File: config.mk
export PLATFORM = sky130hd
export DESIGN_NAME = req_vector_serializer
export DESIGN_NICKNAME = d
export VERILOG_FILES = /design/src/rtl/req_vector_serializer.sv
export SDC_FILE = /design/constraint.sdc
export NUM_CORES = 1
export LEC_CHECK = 0
export ABC_CLOCK_PERIOD_IN_PS = 1350
export BUFFER_PORTS_ARGS = -buffer_cell sky130_fd_sc_hd__buf_2
export CAP_MARGIN = 20
export CORE_AREA = 2 2 39 41
export CTS_CLUSTER_DIAMETER = 80
export DETAILED_ROUTE_END_ITERATION = 12
export DIE_AREA = 0 0 41 43
export PLACE_DENSITY = 0.56
export SLEW_MARGIN = 25
export SYNTH_ARGS = -nofsm -noshare
export SYNTH_HDL_FRONTEND = slang
export SYNTH_SLANG_ARGS = --single-unit
export TNS_END_PERCENT = 20
File: constraint.sdc
create_clock -name clk -period 1.35 [get_ports clk]
set_input_delay 0.0675 -clock clk [delete_from_list [all_inputs] [get_ports clk]]
set_output_delay 0.0675 -clock clk [all_outputs]
set_load 0.01 [all_outputs]
File: src/rtl/req_vector_serializer.sv
// Accepts a request vector over valid/ready and replays its set bits one beat
// at a time, lowest index first, as one-hot grant + binary index + last flag.
module req_vector_serializer #(
  parameter int WIDTH = 4,
  parameter int IDX_W = $clog2(WIDTH)
) (
  input  logic             clk,
  input  logic             rst_n,
  input  logic             in_valid,
  output logic             in_ready,
  input  logic [WIDTH-1:0] in_vec,
  output logic             out_valid,
  input  logic             out_ready,
  output logic [WIDTH-1:0] out_onehot,
  output logic [IDX_W-1:0] out_idx,
  output logic             out_last,
  output logic             busy
);

  typedef enum logic {
    IDLE = 1'b0,
    SCAN = 1'b1
  } state_e;

  state_e           state_q, state_d;
  logic [WIDTH-1:0] pending_q, pending_d;

  logic             scan;
  logic [WIDTH-1:0] lowest;
  logic             in_fire;
  logic             out_fire;

  // Handshake: a transfer happens on an edge where valid and ready are both
  // high; valid never drops without a transfer, and ready may depend on the
  // opposite side's ready (in_ready follows out_ready on the final beat).
  always_comb begin
    scan       = (state_q == SCAN);
    lowest     = pending_q & (~pending_q + WIDTH'(1));
    out_valid  = scan;
    busy       = scan;
    out_onehot = scan ? lowest : '0;
    out_last   = scan && ((pending_q & ~lowest) == '0);
    out_idx    = '0;
    for (int i = WIDTH - 1; i >= 0; i--) begin
      if (out_onehot[i]) out_idx = IDX_W'(i);
    end
    out_fire   = out_valid && out_ready;
    in_ready   = !scan || (out_fire && out_last);
    in_fire    = in_valid && in_ready;
  end

  always_comb begin
    state_d   = state_q;
    pending_d = pending_q;
    if (out_fire) begin
      pending_d = pending_q & ~lowest;
      if (out_last) state_d = IDLE;
    end
    // A new vector overrides the retiring beat; an all-zero vector is dropped.
    if (in_fire) begin
      if (in_vec != '0) begin
        pending_d = in_vec;
        state_d   = SCAN;
      end else begin
        state_d   = IDLE;
      end
    end
  end

  always_ff @(posedge clk or negedge rst_n) begin
    if (!rst_n) begin
      state_q   <= IDLE;
      pending_q <= '0;
    end else begin
      state_q   <= state_d;
      pending_q <= pending_d;
    end
  end

endmodule

==> results.toml, run 1 <==
[logic_synthesis]
synth_cell_type_count = 19
syn_area_per_cell_um2 = 9.00
synth_area_um2 = 324
synthesis.nets = 44
synth_area_leaders = "dfrtp_1, a32o_1, a211oi_2, nand2_1, nor2_1"
yosysWarnings = 0
syn_inst = 36
netlist_top_cells_count = "dfrtp_1, nand2_1, a32o_1, nor2_1"
async_flop_share_pct = 100
synth_top_area_share_pct = 38.6
ys.flop_type = "dfrtp_1"
yosysTopAreaCell = "dfrtp_1"
ys_seq_area_share_pct = 38.6
synth-edff-count = 0
synth-seq-cells = 5

[power_and_ir_drop]
leakage_nw = 0.276
worst_ir_drop_vdd_mv = 0.746
power.density_nw_per_um2 = 2000

[routing]
drt_pass1_iterations = 1
wl_per_cell_um = 13.1
drtIter0Drc = 0
drc_errors = 0
drt-total-wl_um = 1060
vias = 389
antenna_left = 0
via_per_inst = 4.80

[floorplan]
dieArea_um2 = 1760
start_util_pct = 23.4
die_h_um = 43
die_w_um = 41
rows = 14
ioPinCount = 18
core_um2 = 1380

[timing]
setup_ws_ps = -159
rsz0062_at_grt = "true"
max_slew_margin_pct = 71.1
fin_crit_sh_pct = 112
hold_violations = 0
clock.fmax_mhz = 663
skew_ps = 4.75
finalMaxSlewViolations = 0
finalSetupViolCount = 7
tightest_slew_ps = 428
final.setup.tns_ps = -823
period_needed_ps = 1510

[run]
drv_cap = 0

[place]
portBuffers = 17
preCtsSetupSlack_ps = -75.6
gp_congestion = 0.769
dp.cells = 76

[clock_network]
cts_buffer_depth = 2
clk_pin_slew_ps = 50
clock-sinks = 5
root_buffer = "clkbuf_4"
h-tree-depth = 1
numCtsBuffers = 3
clk_latency_ps = 240
cts_tree = "built"

[grt]
track_usage_pct = 12.7
antenna_found_initial = 0
grt_pass1_vias = 386
grt_pass1_wl_um = 1550
grt_max_degree = 8
overflow = 0

[hold_path]
min_path_cells = 2
hold_end = "pending_q[3]"
min-delay-start = "in_vec[3]"
min_path_type = "in2reg"

[finish]
drive_gt1_share_pct = 60.0
syn_to_final_growth_pct = 73.7
num_antenna_cells = 0
fin_cells = 81
nets = 74

[worst_setup_path]
worstSetupPathType = "reg2out"
cp_data_arrival_time_ps = 1440
worstPathRequired_ps = 1280
r2r-start = "pending_q[2]"
worstRegToRegCells = 4
critPathMaxFanout = 3
rr_endpoint = "pending_q[1]"
rrSetupSlack_ps = -160
crit_start = "pending_q[2]"
cp-end-kind = "output pin"
start_kind = "flip-flop"

[status]
status = "complete, but fails checks"
violations = "negative setup slack"
[per-layer routing]
metal / up-vias / global-route usage, % / share of wire, %
met3: 2 / 4.19 / 8.5
met1: 179 / 13.5 / 40
li1: 191 / - / -
met4: 0 / 6.00 / 1.3
met2: 17 / 21.3 / 50
met5: - / 0 / 0
[worst max-delay path by stage]
stage               slack (ps)  cells after the start      endpoint
finish                    -160                      5      in_ready
global route              -190                      5      in_ready
CTS                        -90                      5      in_ready
detailed placement         -80                      4  pending_q[1]
global placement           -60                      4  pending_q[1]
floorplan                    9                      4  pending_q[0]
[layout make-up]
type                    count  area (µm²)
fillers                   149         821
multi-input cells          28         213
repair buffers             27         173
flip-flops and latches      5         126
clock buffers               3        22.5
well taps                  16        20.0
clock inverters             1        5.00
inverters                   1        3.75
[registers in the layout, indices dropped and copies added, names as in the netlist]
| signal | flops |
|---|---|
| pending_q | 4 |
| busy | 1 |
[cell families after synthesis]
| kind of cell | Yosys count | synth area share, % |
|---|---|---|
| simple gates | 16 | 23.9 |
| compound gates | 12 | 32.8 |
| flops | 5 | 38.6 |
| buf+inv | 3 | 4.63 |
[cell usage in the layout, fill, tap and decap left out, drive strengths merged]
| cell | n |
|---|---|
| a21oi | 1 |
| clkbuf | 3 |
| nand3 | 1 |
| nand2 | 5 |
| a211oi | 2 |
| clkinv | 1 |
| a32o | 4 |
| nand4 | 1 |
| inv | 1 |
| nor2b | 2 |
| and2 | 2 |
| nor2 | 4 |
| a21boi | 1 |
| buf | 26 |
| dlygate4sd3 | 1 |
| nor3b | 1 |
| o21a | 1 |
| o21ai | 1 |
| o41ai | 1 |
| a21o | 1 |
| dfrtp | 5 |
[critical path, stage by stage (launching register included)]
cell and delay [ps]:
dfrtp_1 420, a211oi_2 360, o21ai_2 130, buf_4 150
nand2_4 50, buf_6 90
[through the flow]
step	total power [mW]	hold slack, ps	util, %	instance area [µm²]
floorplan	0.565	-228	-	324
global placement	0.853	-114	35.1	485
detailed placement	0.858	-108	35.1	485
CTS	1.10	49.4	39.9	552
global route	1.21	65.1	40.7	563
finish	1.13	69.2	40.7	563
[power by group]
| group | switching (mW) | leakage [nW] | internal, mW |
|---|---|---|---|
| clock network | 0.0610 | 0.0177 | 0.107 |
| registers | 0.0723 | 0.0603 | 0.199 |
| logic | 0.328 | 0.198 | 0.360 |
[timing repair]
action,in CTS,in global routing
endpoints found under the hold margin,5,0
pin swaps,9,3
setup endpoints to repair,10,12
gates resized for setup,8,3
setup buffers,1,0
hold buffers,1,0
Power figures use the tool's default switching activity.
==> inputs of run 2 (changes only) <==
--- a/config.mk
+++ b/config.mk
@@ -13,6 +13,7 @@
 export DETAILED_ROUTE_END_ITERATION = 12
 export DIE_AREA = 0 0 41 43
 export PLACE_DENSITY = 0.56
+export RECOVER_POWER = 25
 export SLEW_MARGIN = 25
 export SYNTH_ARGS = -nofsm -noshare
 export SYNTH_HDL_FRONTEND = slang
==> run 2 against run 1 <==
  * The flow still finishes with violations (negative setup slack)
  * Via count is the same
  * Register-to-register slack about the same
  * Sequential share of layout area is essentially flat
  * Clock skew unchanged
  * Core utilization is 0.090 points lower
  * Clock-buffer cell count unchanged
  * Largest power group unchanged
  * Highest routed layer unchanged
==> results.toml, run 2 (synthesized netlist as in run 1, its figures left out) <==
[timing]
period_needed_ps = 1510
finalSetupViolCount = 7
rsz0062_at_grt = "true"
hold_violations = 0
max_slew_margin_pct = 71.1
clock.fmax_mhz = 663
fin_crit_sh_pct = 112
setup_ws_ps = -159
finalMaxSlewViolations = 0
tightest_slew_ps = 428
skew_ps = 4.75

[floorplan]
start_util_pct = 23.4
rows = 14
die_w_um = 41
dieArea_um2 = 1760
core_um2 = 1380
die_h_um = 43
ioPinCount = 18

[status]
violations = "negative setup slack"
status = "complete, but fails checks"

[clock_network]
numCtsBuffers = 3
root_buffer = "clkbuf_4"
cts_buffer_depth = 2
cts_tree = "built"
clock-sinks = 5
clk_latency_ps = 240
h-tree-depth = 1
clk_pin_slew_ps = 50

[routing]
drc_errors = 0
drt_pass1_iterations = 1
via_per_inst = 4.80
drt-total-wl_um = 1060
wl_per_cell_um = 13.1
antenna_left = 0
drtIter0Drc = 0
vias = 389

[power_and_ir_drop]
p_total_mw = 1.13
power.density_nw_per_um2 = 2010
seqPwrFrac_pct = 24.1
p_int_mw = 0.666
combPwrFrac_pct = 61.0
worst_ir_drop_vdd_mv = 0.745
p_sw_share_pct = 40.9
clockPowerShare_pct = 14.9
p_switching_mw = 0.461
leakage_nw = 0.273

[place]
gp_congestion = 0.769
portBuffers = 17
dp.cells = 76

[worst_setup_path]
rrSetupSlack_ps = -160
worstSetupPathType = "reg2out"
cp_slowest_cell = "dfrtp_1"
path_cells = "a211oi_2 > o21ai_2 > buf_4 > nand2_4 > buf_6"
cp_data_arrival_time_ps = 1440
cp-end-kind = "output pin"
start_kind = "flip-flop"
critPathMaxFanout = 3
critical-path-top-delay-family = "compound AO/OA/AOI/OAI gates"
worstPathRequired_ps = 1280
crit_path_max_incr_delay_ps = 420
critical_path_buf_inv_count = 2

[grt]
grt_pass1_wl_um = 1550
antenna_found_initial = 0
overflow = 0
grt_pass1_vias = 386
grt_max_degree = 8
track_usage_pct = 12.7

[hold_path]
min_path_type = "in2reg"

[finish]
syn_to_final_growth_pct = 73.4
fin_cells = 81
nets = 74
final_common_cell = "buf_2"
num_antenna_cells = 0
largest_reg_flops = 4
largest-register = "pending_q"
drive_gt1_share_pct = 58.5
nFillCells = 149
layout_common_cells = "buf_2, buf_4, a32o_1, dfrtp_1"

[run]
drv_cap = 0
-- run 2: changes by cell type in the layout (fill, tap and decap cells not counted) --
cell | previous run | this run
buf_2 | 16 | 15
clkbuf_1 | 0 | 1
-- run 2: area by class of cell --
type | instances | area (µm²) | area share, %
flip-flops and latches | 5 | 126 | 22.5
inverters | 1 | 3.75 | 0.668
repair buffers | 27 | 171 | 30.5
clock inverters | 1 | 5.00 | 0.891
clock buffers | 3 | 22.5 | 4.01
well taps | 16 | 20.0 | 3.56
multi-input cells | 28 | 213 | 37.9
-- run 2: timing repair --
item | 4_1_cts | 5_1_grt
setup buffers | 1 | 0
pin swaps | 9 | 3
gates resized for setup | 8 | 3
hold endpoints to repair | 5 | 0
endpoints found under the setup margin | 10 | 12
hold buffers | 1 | 0
-- run 2: power groups by stage --
stage	clock network [mW]	logic (mW)	registers, mW
2_1_floorplan	0	0.298	0.267
3_3_place_gp	0	0.589	0.264
3_5_place_dp	0	0.592	0.266
4_1_cts	0.179	0.650	0.268
5_1_grt	0.187	0.744	0.276
6_report	0.168	0.687	0.272
-- run 2: path summary, 6_finish.rpt --
path	cells after the start	to	from
worst max-delay path	5	in_ready	pending_q[2]
worst min-delay path	2	pending_q[3]	in_vec[3]
worst min register to register	2	pending_q[0]	pending_q[0]
min in group asynchronous	2	pending_q[1]	rst_n
worst max register to register	4	pending_q[1]	pending_q[2]
max in group asynchronous	2	pending_q[0]	rst_n
-- run 2: stage by stage --
stage	utilization, %	cell area, µm²	TNS (ps)	worst slack [ps]	hold slack (ps)
final	40.6	562	-823	-159	69.2
after global routing	40.6	562	-1140	-190	65.1
after CTS	39.9	552	-334	-89.3	49.4
after detailed placement	35.1	485	-271	-75.6	-108
after global placement	35.1	485	-195	-57.9	-114
after floorplan	-	324	0	9.02	-228
-- run 2: layer usage --
| metal | part of all wire, % | GRT usage, % | vias to the layer above |
|---|---|---|---|
| li1 | - | - | 191 |
| met1 | 39 | 13.5 | 179 |
| met2 | 51 | 21.3 | 17 |
| met3 | 8.5 | 4.19 | 2 |
| met4 | 1.3 | 6.00 | 0 |
| met5 | 0 | 0 | - |
-- run 2: worst reg2reg max path: stages (launching register included) --
cell and delay, ps:
dfrtp_1 420, a211oi_2 360, o21ai_2 130, a21o_1 230, a32o_1 260
==> inputs of run 3 (changes only) <==
--- a/config.mk
+++ b/config.mk
@@ -10,9 +10,9 @@
 export CAP_MARGIN = 20
 export CORE_AREA = 2 2 39 41
 export CTS_CLUSTER_DIAMETER = 80
+export CTS_CLUSTER_SIZE = 20
 export DETAILED_ROUTE_END_ITERATION = 12
 export DIE_AREA = 0 0 41 43
-export PLACE_DENSITY = 0.56
 export RECOVER_POWER = 25
 export SLEW_MARGIN = 25
 export SYNTH_ARGS = -nofsm -noshare
==> run 3 against run 2 <==
  * The run still ends with negative setup slack left
  * Critical path depth unchanged
  * Hold slack gained 2.8 ps
  * Fmax up 5.8%
  * Clock power is essentially flat
  * Largest cell class unchanged
  * Highest routed layer is now met3
==> results.toml, run 3 (synthesized netlist as in run 1, its figures left out) <==
[finish]
multi_input_area_um2 = 206
largest_reg_flops = 4
final_area_um2 = 569
layout_common_cells = "buf_2, buf_4, nand2_1, a32o_1"
nFillCells = 143
fin_util_pct = 41.1
register_area_um2 = 129
final_common_cell = "buf_2"
fin_cells = 83
syn_to_final_growth_pct = 75.7
num_antenna_cells = 0
largest-register = "pending_q"
drive_gt1_share_pct = 59.7
nets = 76

[routing]
wl_per_cell_um = 11.7
route.met2.wl_um = 539
drt_pass1_iterations = 4
wl_met3_um = 53
vias = 401
drt-total-wl_um = 974
antenna_left = 0
drc_errors = 0
routed.top_layer = "met3"
wl_met1_um = 381
drtIter0Drc = 15
via_per_inst = 4.83

[grt]
track_usage_pct = 12.8
grt_pass1_vias = 360
grt_max_degree = 13
grt_pass1_wl_um = 1500
antenna_found_initial = 0
overflow = 0

[timing]
hold_violations = 0
fin_crit_sh_pct = 106
skew_ps = 2.89
clock.fmax_mhz = 701
finalMaxSlewViolations = 0
rsz0062_at_grt = "true"
final.setup.tns_ps = -256
tightest_slew_ps = 400
setup_ws_ps = -75.9
period_needed_ps = 1430
finalSetupViolCount = 8
max_slew_margin_pct = 73.0

[power_and_ir_drop]
power.density_nw_per_um2 = 2000
p_switching_mw = 0.441
leakage_nw = 0.274
combPwrFrac_pct = 60.5
clockPowerShare_pct = 14.6
worst_ir_drop_vdd_mv = 0.731
seqPwrFrac_pct = 24.9
p_int_mw = 0.696
p_sw_share_pct = 38.8

[clock_network]
cts_tree = "built"
clk_latency_ps = 240
clk_pin_slew_ps = 40
root_buffer = "clkbuf_4"
numCtsBuffers = 3
cts_buffer_depth = 2
h-tree-depth = 1
clock-sinks = 5

[floorplan]
core_um2 = 1380
die_h_um = 43
die_w_um = 41
rows = 14
start_util_pct = 23.4
dieArea_um2 = 1760
ioPinCount = 18

[worst_setup_path]
critPathMaxFanout = 4
cp_data_arrival_time_ps = 1360
worstPathRequired_ps = 1280
start_kind = "flip-flop"
cp-end-kind = "output pin"
worstSetupPathType = "reg2out"

[place]
postPlaceCellArea_um2 = 470
dp.cells = 74
dpl.hpwl_um = 689
gp_congestion = 0.796
portBuffers = 17

[hold_path]
min_path_type = "in2reg"

[run]
drv_cap = 0

[status]
status = "complete, but fails checks"
violations = "negative setup slack"
==> run 3: worst paths after layout <==
| path | cells after the start | endpoint | from | slack (ps) |
|---|---|---|---|---|
| min in group asynchronous | 2 | pending_q[3] | rst_n | 210 |
| setup reg to reg | 4 | pending_q[0] | pending_q[1] | -30 |
| hold reg to reg | 2 | busy | busy | 660 |
| setup / recovery | 5 | out_onehot[3] | pending_q[0] | -80 |
| hold / removal | 2 | pending_q[3] | in_vec[3] | 70 |
| max in group asynchronous | 2 | pending_q[0] | rst_n | 900 |
==> run 3: power by group through the flow <==
stage,Clock [mW],Sequential (mW),Combinational (mW)
2_1_floorplan,0,0.267,0.298
3_3_place_gp,0,0.269,0.559
3_5_place_dp,0,0.270,0.561
4_1_cts,0.176,0.274,0.631
5_1_grt,0.194,0.291,0.745
6_report,0.166,0.283,0.688
==> run 3: cell type report <==
class	count	area share, %
Clock buffer	4	4.62
Inverter	1	0.659
Multi-Input combinational cell	28	36.3
Sequential cell	5	22.6
Tap cell	16	3.52
Timing Repair Buffer	29	32.3
==> run 3: layer usage <==
metal / GRT usage, % / up-vias
li1: - / 199
met1: 15.1 / 184
met2: 19.7 / 18
met3: 2.09 / 0
met4: 9.33 / 0
met5: 0 / -
==> run 3: metrics by stage <==
step | setup slack [ps] | hold WS, ps | total power [mW]
after floorplan | 9.02 | -228 | 0.565
after global placement | -45.9 | -109 | 0.828
after detailed placement | -45.4 | -113 | 0.832
after CTS | -37.7 | 63.5 | 1.08
after global routing | -134 | 58.8 | 1.23
final | -75.9 | 72.0 | 1.14
==> run 3: worst max-delay path, cell delays in order, from the launching register on <==
cell     delay, ps
dfrtp_2        430
buf_6          140
nor2_4         110
nand2_2         80
nor3b_2        210
buf_2          160
==> run 3: what timing repair did <==
item,in CTS,in global routing
cloned,0,0
hold endpoints to repair,5,0
resized for setup,7,4
pin swaps,10,3
endpoints found under the setup margin,10,11
setup buffers,2,2
hold buffers,1,0
